`config.mk`:
```
export PLATFORM = sky130hd
export DESIGN_NAME = r_msg_mem_flat
export DESIGN_NICKNAME = d
export VERILOG_FILES = /design/src/rtl/ldpc_pkg.sv /design/src/rtl/r_msg_mem_if.sv /design/src/rtl/r_msg_ram.sv /design/src/rtl/r_msg_mem.sv /design/src/flat_wrapper.sv
export SDC_FILE = /design/constraint.sdc
export NUM_CORES = 1
export LEC_CHECK = 0
export ABC_AREA = 0
export CORE_MARGIN = 5
export CORE_UTILIZATION = 60
export DETAILED_ROUTE_END_ITERATION = 8
export GPL_TIMING_DRIVEN = 0
export PLACE_DENSITY = 0.81
export SYNTH_ARGS = -nofsm -noshare
export SYNTH_HDL_FRONTEND = slang
export SYNTH_HIERARCHICAL = 1
export SYNTH_SLANG_ARGS = --single-unit
```
`constraint.sdc`:
```
create_clock -name clk -period 9.02 [get_ports clk]
set_input_delay 1.804 -clock clk [delete_from_list [all_inputs] [get_ports clk]]
set_output_delay 1.804 -clock clk [all_outputs]
set_load 0.01 [all_outputs]
```
`src/rtl/ldpc_pkg.sv`:
```
// Shared constants and types for the layered LDPC decoder datapath.
// Latency: n/a (declarations only).
// Backpressure: n/a.
package ldpc_pkg;

    localparam int D_WID  = 8;
    localparam int MSG_W  = 4 * D_WID + 20;
    localparam int LAYERS = 4;
    localparam int DEPTH  = 3 * LAYERS;
    localparam int ADDR_W = 4;
    localparam int ITER_W = 5;

    typedef logic [MSG_W-1:0] msg_word_t;

    // Ceiling log2, used to confirm an address width covers the array depth.
    function automatic int clog2(input int value);
        int result;
        result = 0;
        while ((1 << result) < value) begin
            result = result + 1;
        end
        return result;
    endfunction

endpackage

```
`src/rtl/r_msg_mem_if.sv`:
```
// R-message store port bundle: write strobe, read request, read return and status.
// Latency: n/a (wiring only).
// Backpressure: none; the producer paces writes, the consumer paces reads.
interface r_msg_mem_if;
    import ldpc_pkg::*;

    logic              frame_start_i;
    logic              wr_en_i;
    msg_word_t         wr_data_i;
    logic              rd_en_i;
    msg_word_t         rd_data_o;
    logic              rd_vld_o;
    logic              iter_0_o;
    logic [ITER_W-1:0] iter_cnt_o;
    logic              rd_err_o;
    logic              par_err_o;

    modport master (
        output frame_start_i, wr_en_i, wr_data_i, rd_en_i,
        input  rd_data_o, rd_vld_o, iter_0_o, iter_cnt_o, rd_err_o, par_err_o
    );

    modport slave (
        input  frame_start_i, wr_en_i, wr_data_i, rd_en_i,
        output rd_data_o, rd_vld_o, iter_0_o, iter_cnt_o, rd_err_o, par_err_o
    );
endinterface

```
`src/rtl/r_msg_ram.sv`:
```
// Simple dual-port array: one write port, one registered read port, read-before-write.
// Latency: read data 1 cycle after i_rd_en; write visible to reads on the following cycle.
// Backpressure: none; both ports accept an access every cycle.
module r_msg_ram #(
    parameter int W     = 52,
    parameter int DEPTH = 12,
    parameter int AW    = 4
) (
    input  logic          clk,
    input  logic          reset_n,
    input  logic          i_wr_en,
    input  logic [AW-1:0] i_wr_addr,
    input  logic [W-1:0]  i_wr_dat,
    input  logic          i_rd_en,
    input  logic [AW-1:0] i_rd_addr,
`ifdef R_MEM_PARITY_EN
    output logic          o_rd_par_bad,
`endif
    output logic [W-1:0]  o_rd_dat
);

    logic [W-1:0] r_mem [DEPTH];

    // Array write port; contents are deliberately not reset.
    always_ff @(posedge clk) begin
        if (i_wr_en) begin
            r_mem[i_wr_addr] <= i_wr_dat;
        end
    end

    // Registered read port; samples the old word when a write hits the same address.
    always_ff @(posedge clk or negedge reset_n) begin
        if (!reset_n) begin
            o_rd_dat <= '0;
        end else if (i_rd_en) begin
            o_rd_dat <= r_mem[i_rd_addr];
        end
    end

`ifdef R_MEM_PARITY_EN
    // Whole stored word including its parity bit must XOR to zero.
    always_comb begin
        o_rd_par_bad = ^r_mem[i_rd_addr];
    end
`endif

endmodule

```
`src/rtl/r_msg_mem.sv`:
```
// R-message store: keeps one iteration of packed CNU words and replays them in order.
// Latency: 1 cycle from rd_en_i to rd_data_o/rd_vld_o.
// Backpressure: none; optional parity check enabled by defining R_MEM_PARITY_EN.
module r_msg_mem
    import ldpc_pkg::*;
(
    input  logic        clk,
    input  logic        reset_n,
    r_msg_mem_if.slave  bus
);

    localparam logic [ADDR_W-1:0] LAST_ADDR = ADDR_W'(DEPTH - 1);

    if (ADDR_W < clog2(DEPTH)) begin : g_addr_w_check
        $error("ADDR_W too small for DEPTH");
    end

`ifdef R_MEM_PARITY_EN
    localparam int RAM_W = MSG_W + 1;
`else
    localparam int RAM_W = MSG_W;
`endif

    logic [ADDR_W-1:0] r_wr_ptr;
    logic [ADDR_W-1:0] r_rd_ptr;
    logic              r_iter_0;
    logic [ITER_W-1:0] r_iter_cnt;
    logic              r_rd_vld;
    logic              r_rd_err;
    logic              r_rd_zero;
    logic              r_par_err;
    logic              w_wr_go;
    logic              w_rd_go;
    logic [RAM_W-1:0]  w_ram_wr_dat;
    logic [RAM_W-1:0]  w_ram_rd_dat;
    logic              w_par_bad;

    // A frame start swallows any access presented in the same cycle.
    always_comb begin
        w_wr_go = bus.wr_en_i & ~bus.frame_start_i;
        w_rd_go = bus.rd_en_i & ~bus.frame_start_i;
`ifdef R_MEM_PARITY_EN
        w_ram_wr_dat = {^bus.wr_data_i, bus.wr_data_i};
`else
        w_ram_wr_dat = bus.wr_data_i;
`endif
    end

    r_msg_ram #(
        .W     (RAM_W),
        .DEPTH (DEPTH),
        .AW    (ADDR_W)
    ) u_ram (
        .clk          (clk),
        .reset_n      (reset_n),
        .i_wr_en      (w_wr_go),
        .i_wr_addr    (r_wr_ptr),
        .i_wr_dat     (w_ram_wr_dat),
        .i_rd_en      (w_rd_go),
        .i_rd_addr    (r_rd_ptr),
`ifdef R_MEM_PARITY_EN
        .o_rd_par_bad (w_par_bad),
`endif
        .o_rd_dat     (w_ram_rd_dat)
    );

`ifndef R_MEM_PARITY_EN
    assign w_par_bad = 1'b0;
`endif

    // Pointers, iteration tracking and sticky error flags.
    always_ff @(posedge clk or negedge reset_n) begin
        if (!reset_n) begin
            r_wr_ptr   <= '0;
            r_rd_ptr   <= '0;
            r_iter_0   <= 1'b1;
            r_iter_cnt <= '0;
            r_rd_vld   <= 1'b0;
            r_rd_err   <= 1'b0;
            r_rd_zero  <= 1'b0;
            r_par_err  <= 1'b0;
        end else if (bus.frame_start_i) begin
            r_wr_ptr   <= '0;
            r_rd_ptr   <= '0;
            r_iter_0   <= 1'b1;
            r_iter_cnt <= '0;
            r_rd_vld   <= 1'b0;
            r_rd_err   <= 1'b0;
            r_par_err  <= 1'b0;
        end else begin
            r_rd_vld <= w_rd_go;
            if (w_wr_go) begin
                r_wr_ptr <= (r_wr_ptr == LAST_ADDR) ? '0 : r_wr_ptr + 1'b1;
                if (r_wr_ptr == LAST_ADDR) begin
                    r_iter_0 <= 1'b0;
                    if (!(&r_iter_cnt)) begin
                        r_iter_cnt <= r_iter_cnt + 1'b1;
                    end
                end
            end
            if (w_rd_go) begin
                r_rd_ptr  <= (r_rd_ptr == LAST_ADDR) ? '0 : r_rd_ptr + 1'b1;
                r_rd_zero <= r_iter_0;
                if (r_iter_0) begin
                    r_rd_err <= 1'b1;
                end else if (w_par_bad) begin
                    r_par_err <= 1'b1;
                end
            end
        end
    end

    // Reads taken before the first full pass return zero instead of stale array contents.
    always_comb begin
        bus.rd_data_o  = r_rd_zero ? '0 : w_ram_rd_dat[MSG_W-1:0];
        bus.rd_vld_o   = r_rd_vld;
        bus.iter_0_o   = r_iter_0;
        bus.iter_cnt_o = r_iter_cnt;
        bus.rd_err_o   = r_rd_err;
        bus.par_err_o  = r_par_err;
    end

endmodule
```
`src/flat_wrapper.sv`:
```
// flat-port wrapper written by rule: the top's interface ports become plain ports
module r_msg_mem_flat import ldpc_pkg::*;
  (clk, reset_n, bus_frame_start_i, bus_wr_en_i, bus_wr_data_i, bus_rd_en_i, bus_rd_data_o, bus_rd_vld_o, bus_iter_0_o, bus_iter_cnt_o, bus_rd_err_o, bus_par_err_o);
  r_msg_mem_if bus_i ();
  input  logic clk;
  input  logic reset_n;
  input wire logic [$bits(bus_i.frame_start_i)-1:0] bus_frame_start_i;
  input wire logic [$bits(bus_i.wr_en_i)-1:0] bus_wr_en_i;
  input wire logic [$bits(bus_i.wr_data_i)-1:0] bus_wr_data_i;
  input wire logic [$bits(bus_i.rd_en_i)-1:0] bus_rd_en_i;
  output wire logic [$bits(bus_i.rd_data_o)-1:0] bus_rd_data_o;
  output wire logic [$bits(bus_i.rd_vld_o)-1:0] bus_rd_vld_o;
  output wire logic [$bits(bus_i.iter_0_o)-1:0] bus_iter_0_o;
  output wire logic [$bits(bus_i.iter_cnt_o)-1:0] bus_iter_cnt_o;
  output wire logic [$bits(bus_i.rd_err_o)-1:0] bus_rd_err_o;
  output wire logic [$bits(bus_i.par_err_o)-1:0] bus_par_err_o;
  assign bus_i.frame_start_i = bus_frame_start_i;
  assign bus_i.wr_en_i = bus_wr_en_i;
  assign bus_i.wr_data_i = bus_wr_data_i;
  assign bus_i.rd_en_i = bus_rd_en_i;
  assign bus_rd_data_o = bus_i.rd_data_o;
  assign bus_rd_vld_o = bus_i.rd_vld_o;
  assign bus_iter_0_o = bus_i.iter_0_o;
  assign bus_iter_cnt_o = bus_i.iter_cnt_o;
  assign bus_rd_err_o = bus_i.rd_err_o;
  assign bus_par_err_o = bus_i.par_err_o;
  r_msg_mem u_core (.clk(clk), .reset_n(reset_n), .bus(bus_i));
endmodule
```
==> out/results.ini, run 1 <==
[power]
swShare_pct = 21.0
comb_power_share_pct = 6.1
switchingPower_mw = 1.41
power_mw = 6.73
p_int_mw = 5.32
seq_power_share_pct = 53.5
p_per_area_nw_per_um2 = 213
peakVddDrop_mv = 0.161
p_clk_share_pct = 40.4
p_leak_nw = 10.4

[logic_synthesis]
synth_compound_area_share_pct = 3.61
ys_types = 44
synth_top_family_by_area = multiplexers
syn-cell-area_um2 = 27000
syn-num-nets = 1555
synth_seq_cells = 693
synth_fa_ha_area_share_pct = 0.186
yosys-top-cells-area = edfxtp_1 (69%), mux2i_1 (7.9%), dfrtp_1 (6.3%), mux4_2 (4.3%), nor2_1 (1.7%)
synthXorXnorAreaFrac_pct = 0.0325
ys_seq_area_share_pct = 75.9
synth_warnings = 6
yosysTopAreaCellShare_pct = 69.5
synthCells = 1494
synth.mux.area_fraction_pct = 12.4
yosys.area_share.simple_pct = 5.60
yosysTopAreaCell = edfxtp_1
synth.avg_cell_area_um2 = 18.1

[detailed_routing]
viasPerCell = 6.30
wl_per_cell_um = 27.0
dr.pass1.iters = 5
ant_nets = 0
drc = 0
routed_wl_mm = 63.7
vias = 14900
drtIter0Drc = 1588

[timing]
setup_viol = 0
rsz0062_at_grt = no
setup_ws_ns = 4.44
worst_clock_skew_ns = 0.0169
finalCritPeriodShare_pct = 50.8
finalMaxSlewViolations = 0
fin_crit_ns = 4.58
tightest_slew_ns = 1.12
hold_violations = 0
maxSlewHeadroom_pct = 25.1
fmax_ghz = 0.218

[global_route]
grt_overflow_total = 0
grt_pass1_vias = 15500
antenna_found_initial = 4
grt_pass1_wl_mm = 94.8
grt_max_degree = 45
grtUsageTotal_pct = 25.6

[setup_path]
crit_end = bus_rd_data_o[43]
r2r_setup_slack_ns = 6.26
cp.required_ns = 7.22
arrival_ns = 2.78
critPathLaunch = u_core/r_rd_zero
critPathMaxStageDelay_ns = 0.80
critPathMaxFanout = 10
path_cells = clkbuf_1, nor2b_1, clkdlybuf4s50_1
cp_num_cells = 3
rr_startpoint = u_core/r_wr_ptr[2]
worstSetupPathType = flip-flop to output port
cp_slowest_cell = clkbuf_1
r2r_end = u_core/u_ram/r_mem[8][41]
r2r_cells = 5
start_kind = flip-flop
crit_buf_inv = 2
end_kind = output port
crit_family = buffers and inverters

[clock_network]
cts-hold-fix-buffers = 0
cts_tree = yes
clkTransAtPathRegs_ns = 0.06
cts-root-buf = clkbuf_16
post_cts_resized = 0
clockBufferDepth = 3
cts_max_level = 3
clk_latency_ns = 0.59
cts_sinks = 693
cts_setup_buffers = 0
cts_buffers = 68

[die]
die_area_um2 = 49300
ios = 118
num_rows = 77
coreArea_um2 = 44300
fp.dieW_um = 222
start_util_pct = 60.9
fp.dieH_um = 222

[final_layout]
drive_gt1_share_pct = 14.7
post_layout_nonfiller_instances = 2360
fillers = 2628
area_growth_pct = 17.4
fin_util_pct = 71.5
fin_nets = 1775

[run_status]
outcome = complete, no violations

[placed_design]
place_ws_ns = 4.15
hpwl_mm = 39.4
place_congestion = 0.784
io_buffer_count = 114
dp_cells = 2236

[job]
maxCapViolations = 0

[worst_hold_path]
hp-class = flip-flop to flip-flop

[synth_stat cells]
master and n:
a21boi_0 2, a21o_2 1, a21oi_1 6, a22oi_1 54, a31oi_1 27, and2_1 1, and3_1 1, and4b_1 1
and4b_2 1, buf_1 2, buf_12 6, buf_2 22, buf_4 14, buf_6 13, buf_8 2, clkbuf_1 28
clkbuf_2 1, conb_1 1, dfrtp_1 68, dfstp_2 1, edfxtp_1 624, ha_1 4, mux2_2 2, mux2i_1 214
mux4_2 52, nand2_1 34, nand2b_1 10, nand3_1 1, nand3b_1 31, nand4b_4 1, nor2_1 121, nor2_2 1
nor2b_1 57, nor3_1 3, nor3b_1 1, nor4_1 25, o21ai_0 5, o22ai_1 50, o31ai_1 1, or2_2 1
or3_2 1, or3b_2 1, or4_1 1, xnor2_1 1
[power groups by stage]
stage | logic [mW] | registers (mW) | clock network [mW]
after floorplan | 0.250 | 3.66 | 0
after global placement | 0.379 | 3.67 | 0
after detailed placement | 0.406 | 3.67 | 0
after CTS | 0.411 | 3.60 | 2.75
after global routing | 0.440 | 3.61 | 2.89
final | 0.410 | 3.60 | 2.72
[layout make-up]
class	count	area [µm²]	share of cell area, %
Antenna cell	1	2.50	0.00790
Buffer	88	629	1.99
Clock buffer	94	1870	5.91
Clock inverter	29	258	0.814
Multi-Input combinational cell	713	5970	18.8
Sequential cell	693	20500	64.6
Tap cell	592	741	2.34
Timing Repair Buffer	150	1730	5.47
[worst reg2reg max path, stage by stage, from the launching register on]
cell	delay (ns)
dfrtp_1	0.45
nand3b_1	0.43
nor3_2	0.95
buf_6	0.29
buf_6	0.18
buf_6	0.17
[flip-flops by register name, indices dropped and copies added (netlist names)]
register               flops
u_core/r_rd_zero           1
u_core/u_ram/r_mem       624
u_core/r_rd_ptr            4
u_core/bus.rd_err_o        1
u_core/bus.iter_0_o        1
u_core/bus.iter_cnt_o      5
u_core/u_ram/o_rd_dat     52
u_core/r_wr_ptr            4
u_core/bus.rd_vld_o        1
[how the worst min path moves through the flow]
stage                                    startpoint                        end  slack [ns]  cells after the start
after global placement          u_core/bus.rd_err_o        u_core/bus.rd_err_o        0.48                      2
after floorplan           u_core/u_ram/o_rd_dat[11]  u_core/u_ram/o_rd_dat[11]        0.49                      2
after detailed placement        u_core/bus.rd_err_o        u_core/bus.rd_err_o        0.49                      2
final                           u_core/bus.rd_err_o        u_core/bus.rd_err_o        0.51                      2
after global routing      u_core/u_ram/o_rd_dat[23]  u_core/u_ram/o_rd_dat[23]        0.55                      2
after CTS                       u_core/bus.rd_err_o        u_core/bus.rd_err_o        0.51                      2
[per-stage QoR]
step,hold WS [ns],setup TNS [ns],area (µm²)
after floorplan,0.488,0,27000
after global placement,0.483,-229.54,28900
after detailed placement,0.491,0,29500
after CTS,0.508,0,31700
after global routing,0.550,0,31700
final,0.507,0,31700
[cells by family (layout without fill, tap and decap cells)]
group | Yosys count | count (layout)
flip-flops | 693 | 693
AND/OR/NAND/NOR | 293 | 293
multiplexers | 268 | 268
AO/OA/AOI/OAI | 146 | 146
buffers and inverters | 88 | 361
adder cells (fa/ha/maj) | 4 | 4
other | 1 | 2
XOR/XNOR | 1 | 1
[placed cells by master, fill, tap and decap left out, types with 2 or more instances in the layout]
cell type / n
nor4_1: 25
clkinv_2: 9
edfxtp_1: 624
mux2i_1: 214
nor2b_1: 57
ha_1: 4
buf_8: 2
mux4_2: 52
buf_4: 15
clkbuf_16: 71
bufinv_16: 4
a21oi_1: 6
clkbuf_1: 50
o21ai_0: 5
clkinv_1: 10
nor2_4: 9
nor2_1: 112
buf_12: 20
dfrtp_1: 68
clkdlybuf4s50_1: 113
buf_2: 22
a31oi_1: 27
nand3b_1: 31
a21boi_0: 2
buf_1: 2
mux2_2: 2
a22oi_1: 54
nand2b_1: 10
buf_6: 31
nor3_2: 3
clkinvlp_4: 4
nand2_1: 34
o22ai_1: 50
buf_16: 4
[layer usage]
| layer | track usage, % | wire (µm) | vias up | share of wire [%] |
|---|---|---|---|---|
| met5 | 0 | 47 | - | 0.074 |
| met2 | 44.0 | 32400 | 806 | 51 |
| li1 | - | - | 6323 | - |
| met3 | 6.17 | 5540 | 179 | 8.7 |
| met1 | 31.8 | 23200 | 7553 | 36 |
| met4 | 9.96 | 2520 | 8 | 4.0 |
Note: power is estimated with default switching activity, not from simulation.
==> run 2: changes to the inputs <==
==> constraint.sdc (replaced) <==
create_clock -name clk -period 4.51 [get_ports clk]
set_input_delay 0.902 -clock clk [delete_from_list [all_inputs] [get_ports clk]]
set_output_delay 0.902 -clock clk [all_outputs]
set_load 0.01 [all_outputs]
==> out/results.ini, run 2 (same netlist as run 1, synthesis figures left out) <==
[setup_path]
crit_family = buffers and inverters  ; unchanged
arrival_ns = 2.67  ; was 2.78 ns
critPathMaxFanout = 10  ; unchanged
cp_slowest_cell = clkbuf_1  ; unchanged
worstSetupPathType = flip-flop to output port  ; unchanged
critPathMaxStageDelay_ns = 0.78  ; was 0.80 ns
path_cells = clkbuf_1, nor2b_1, clkdlybuf4s50_1  ; unchanged
critPathLaunch = u_core/r_rd_zero  ; unchanged
crit_buf_inv = 2  ; unchanged
end_kind = output port  ; unchanged
start_kind = flip-flop  ; unchanged
rr_startpoint = u_core/r_wr_ptr[3]  ; was u_core/r_wr_ptr[2]
cp.required_ns = 3.61  ; was 7.22 ns

[timing]
fmax_ghz = 0.280
whs_ns = 0.235  ; was 0.507 ns
maxSlewHeadroom_pct = 34.5  ; was 25.1%
rsz0062_at_grt = no  ; unchanged
finalCritPeriodShare_pct = 79.2
finalMaxSlewViolations = 0  ; unchanged
fin_crit_ns = 3.57
setup_ws_ns = 0.938  ; was 4.44 ns
tightest_slew_ns = 0.983  ; was 1.12 ns
hold_violations = 0  ; unchanged
setup_viol = 0  ; unchanged
worst_clock_skew_ns = 0.0274  ; was 0.0169 ns

[detailed_routing]
dr.pass1.iters = 5  ; unchanged
drtIter0Drc = 1509  ; was 1588
drc = 0  ; unchanged
ant_nets = 0  ; unchanged
viasPerCell = 6.28  ; was 6.30
routed_wl_mm = 64.2  ; was 63.7 mm
wl_per_cell_um = 27.3  ; was 27.0 µm
vias = 14800  ; was 14900

[power]
p_leak_nw = 10.4  ; about the same
p_per_area_nw_per_um2 = 428  ; was 213 nW/µm²
peakVddDrop_mv = 0.337  ; was 0.161 mV
power_mw = 13.6  ; was 6.73 mW

[clock_network]
cts_setup_buffers = 0  ; unchanged
cts-hold-fix-buffers = 0  ; unchanged
clockBufferDepth = 3  ; unchanged
post_cts_resized = 0  ; unchanged
cts_tree = yes  ; unchanged
clkTransAtPathRegs_ns = 0.06  ; about the same
cts_sinks = 693  ; unchanged
clk_latency_ns = 0.59  ; about the same
cts-root-buf = clkbuf_16  ; unchanged
cts_buffers = 68  ; unchanged
cts_max_level = 3  ; unchanged

[die]
ios = 118  ; unchanged
die_area_um2 = 49300  ; unchanged
coreArea_um2 = 44300  ; unchanged
fp.dieH_um = 222  ; unchanged
fp.dieW_um = 222  ; unchanged
num_rows = 77  ; unchanged
start_util_pct = 60.9  ; unchanged

[placed_design]
hpwl_mm = 39.3  ; was 39.4 mm
place_ws_ns = 0.847  ; was 4.15 ns
place_congestion = 0.783  ; was 0.784
io_buffer_count = 114  ; unchanged
postPlaceCellArea_um2 = 29700  ; was 29500 µm²

[global_route]
grt_max_degree = 50  ; was 45
antenna_found_initial = 5  ; was 4
grtUsageTotal_pct = 25.8  ; was 25.6%
grt_pass1_vias = 15400  ; was 15500
grt_overflow_total = 0  ; unchanged
grt_pass1_wl_mm = 94.9  ; was 94.8 mm

[final_layout]
layout_common_cells = edfxtp_1 (624), mux2i_1 (214), clkdlybuf4s50_1 (113)  ; unchanged
fin_nets = 1769  ; was 1775
design_area_um2 = 31900  ; was 31700 µm²
fin_util_pct = 72.0  ; was 71.5%
antenna_cells = 0  ; was 1
drive_gt1_share_pct = 14.7  ; about the same
largest-register = u_core/u_ram/r_mem  ; unchanged
area_growth_pct = 18.3  ; was 17.4%
final_common_cell = edfxtp_1  ; unchanged
largest_reg_flops = 624  ; unchanged

[job]
maxCapViolations = 0  ; unchanged

[run_status]
outcome = complete, no violations  ; unchanged

[worst_hold_path]
hp-class = input pin to asynchronous set/reset pin  ; was flip-flop to flip-flop

-- run 2: path summary, 6_finish.rpt --
check / to / slack, ns / cells past startpoint
max: bus_rd_data_o[40] / 0.94 / 3
min: u_core/bus.iter_cnt_o[4] / 0.23 / 1
max reg2reg: u_core/u_ram/r_mem[4][41] / 2.05 / 4
min reg2reg: u_core/bus.rd_err_o / 0.51 / 2
max in group asynchronous: u_core/u_ram/o_rd_dat[25] / 3.62 / 2
min in group clk: u_core/bus.rd_err_o / 0.51 / 2
-- run 2: area by class of cell --
class                   instances  area [µm²]
multi-input cells             713        5980
fillers                      2623       12400
well taps                     592         741
flip-flops and latches        693       20500
clock buffers                 100        1980
repair buffers                144        1870
plain buffers                  88         629
clock inverters                22         238
-- run 2: report_power, final --
group | internal (mW) | switching (mW) | total (mW)
Combinational | 0.362 | 0.478 | 0.840
Sequential | 7.14 | 0.0652 | 7.20
Clock | 3.32 | 2.27 | 5.60
-- run 2: metrics by stage --
stage          instances  setup TNS, ns
2_1_floorplan       1494              0
3_3_place_gp        2200       -1515.40
3_5_place_dp        2230              0
4_1_cts             2352              0
5_1_grt             2352              0
6_report            2352              0
-- run 2: worst register-to-register path: cells and delay by family (launching register included) --
family	cells	cell delay (ns)
flops	1	0.48
buf+inv	2	0.43
simple gates	2	1.24
-- run 2: metal layers --
| layer | wire [µm] | up-vias | track usage (%) |
|---|---|---|---|
| li1 | - | 6312 | - |
| met1 | 23700 | 7468 | 32.5 |
| met3 | 4750 | 191 | 4.74 |
| met2 | 33100 | 779 | 45.0 |
| met4 | 2600 | 10 | 9.86 |
| met5 | 65 | - | 0 |
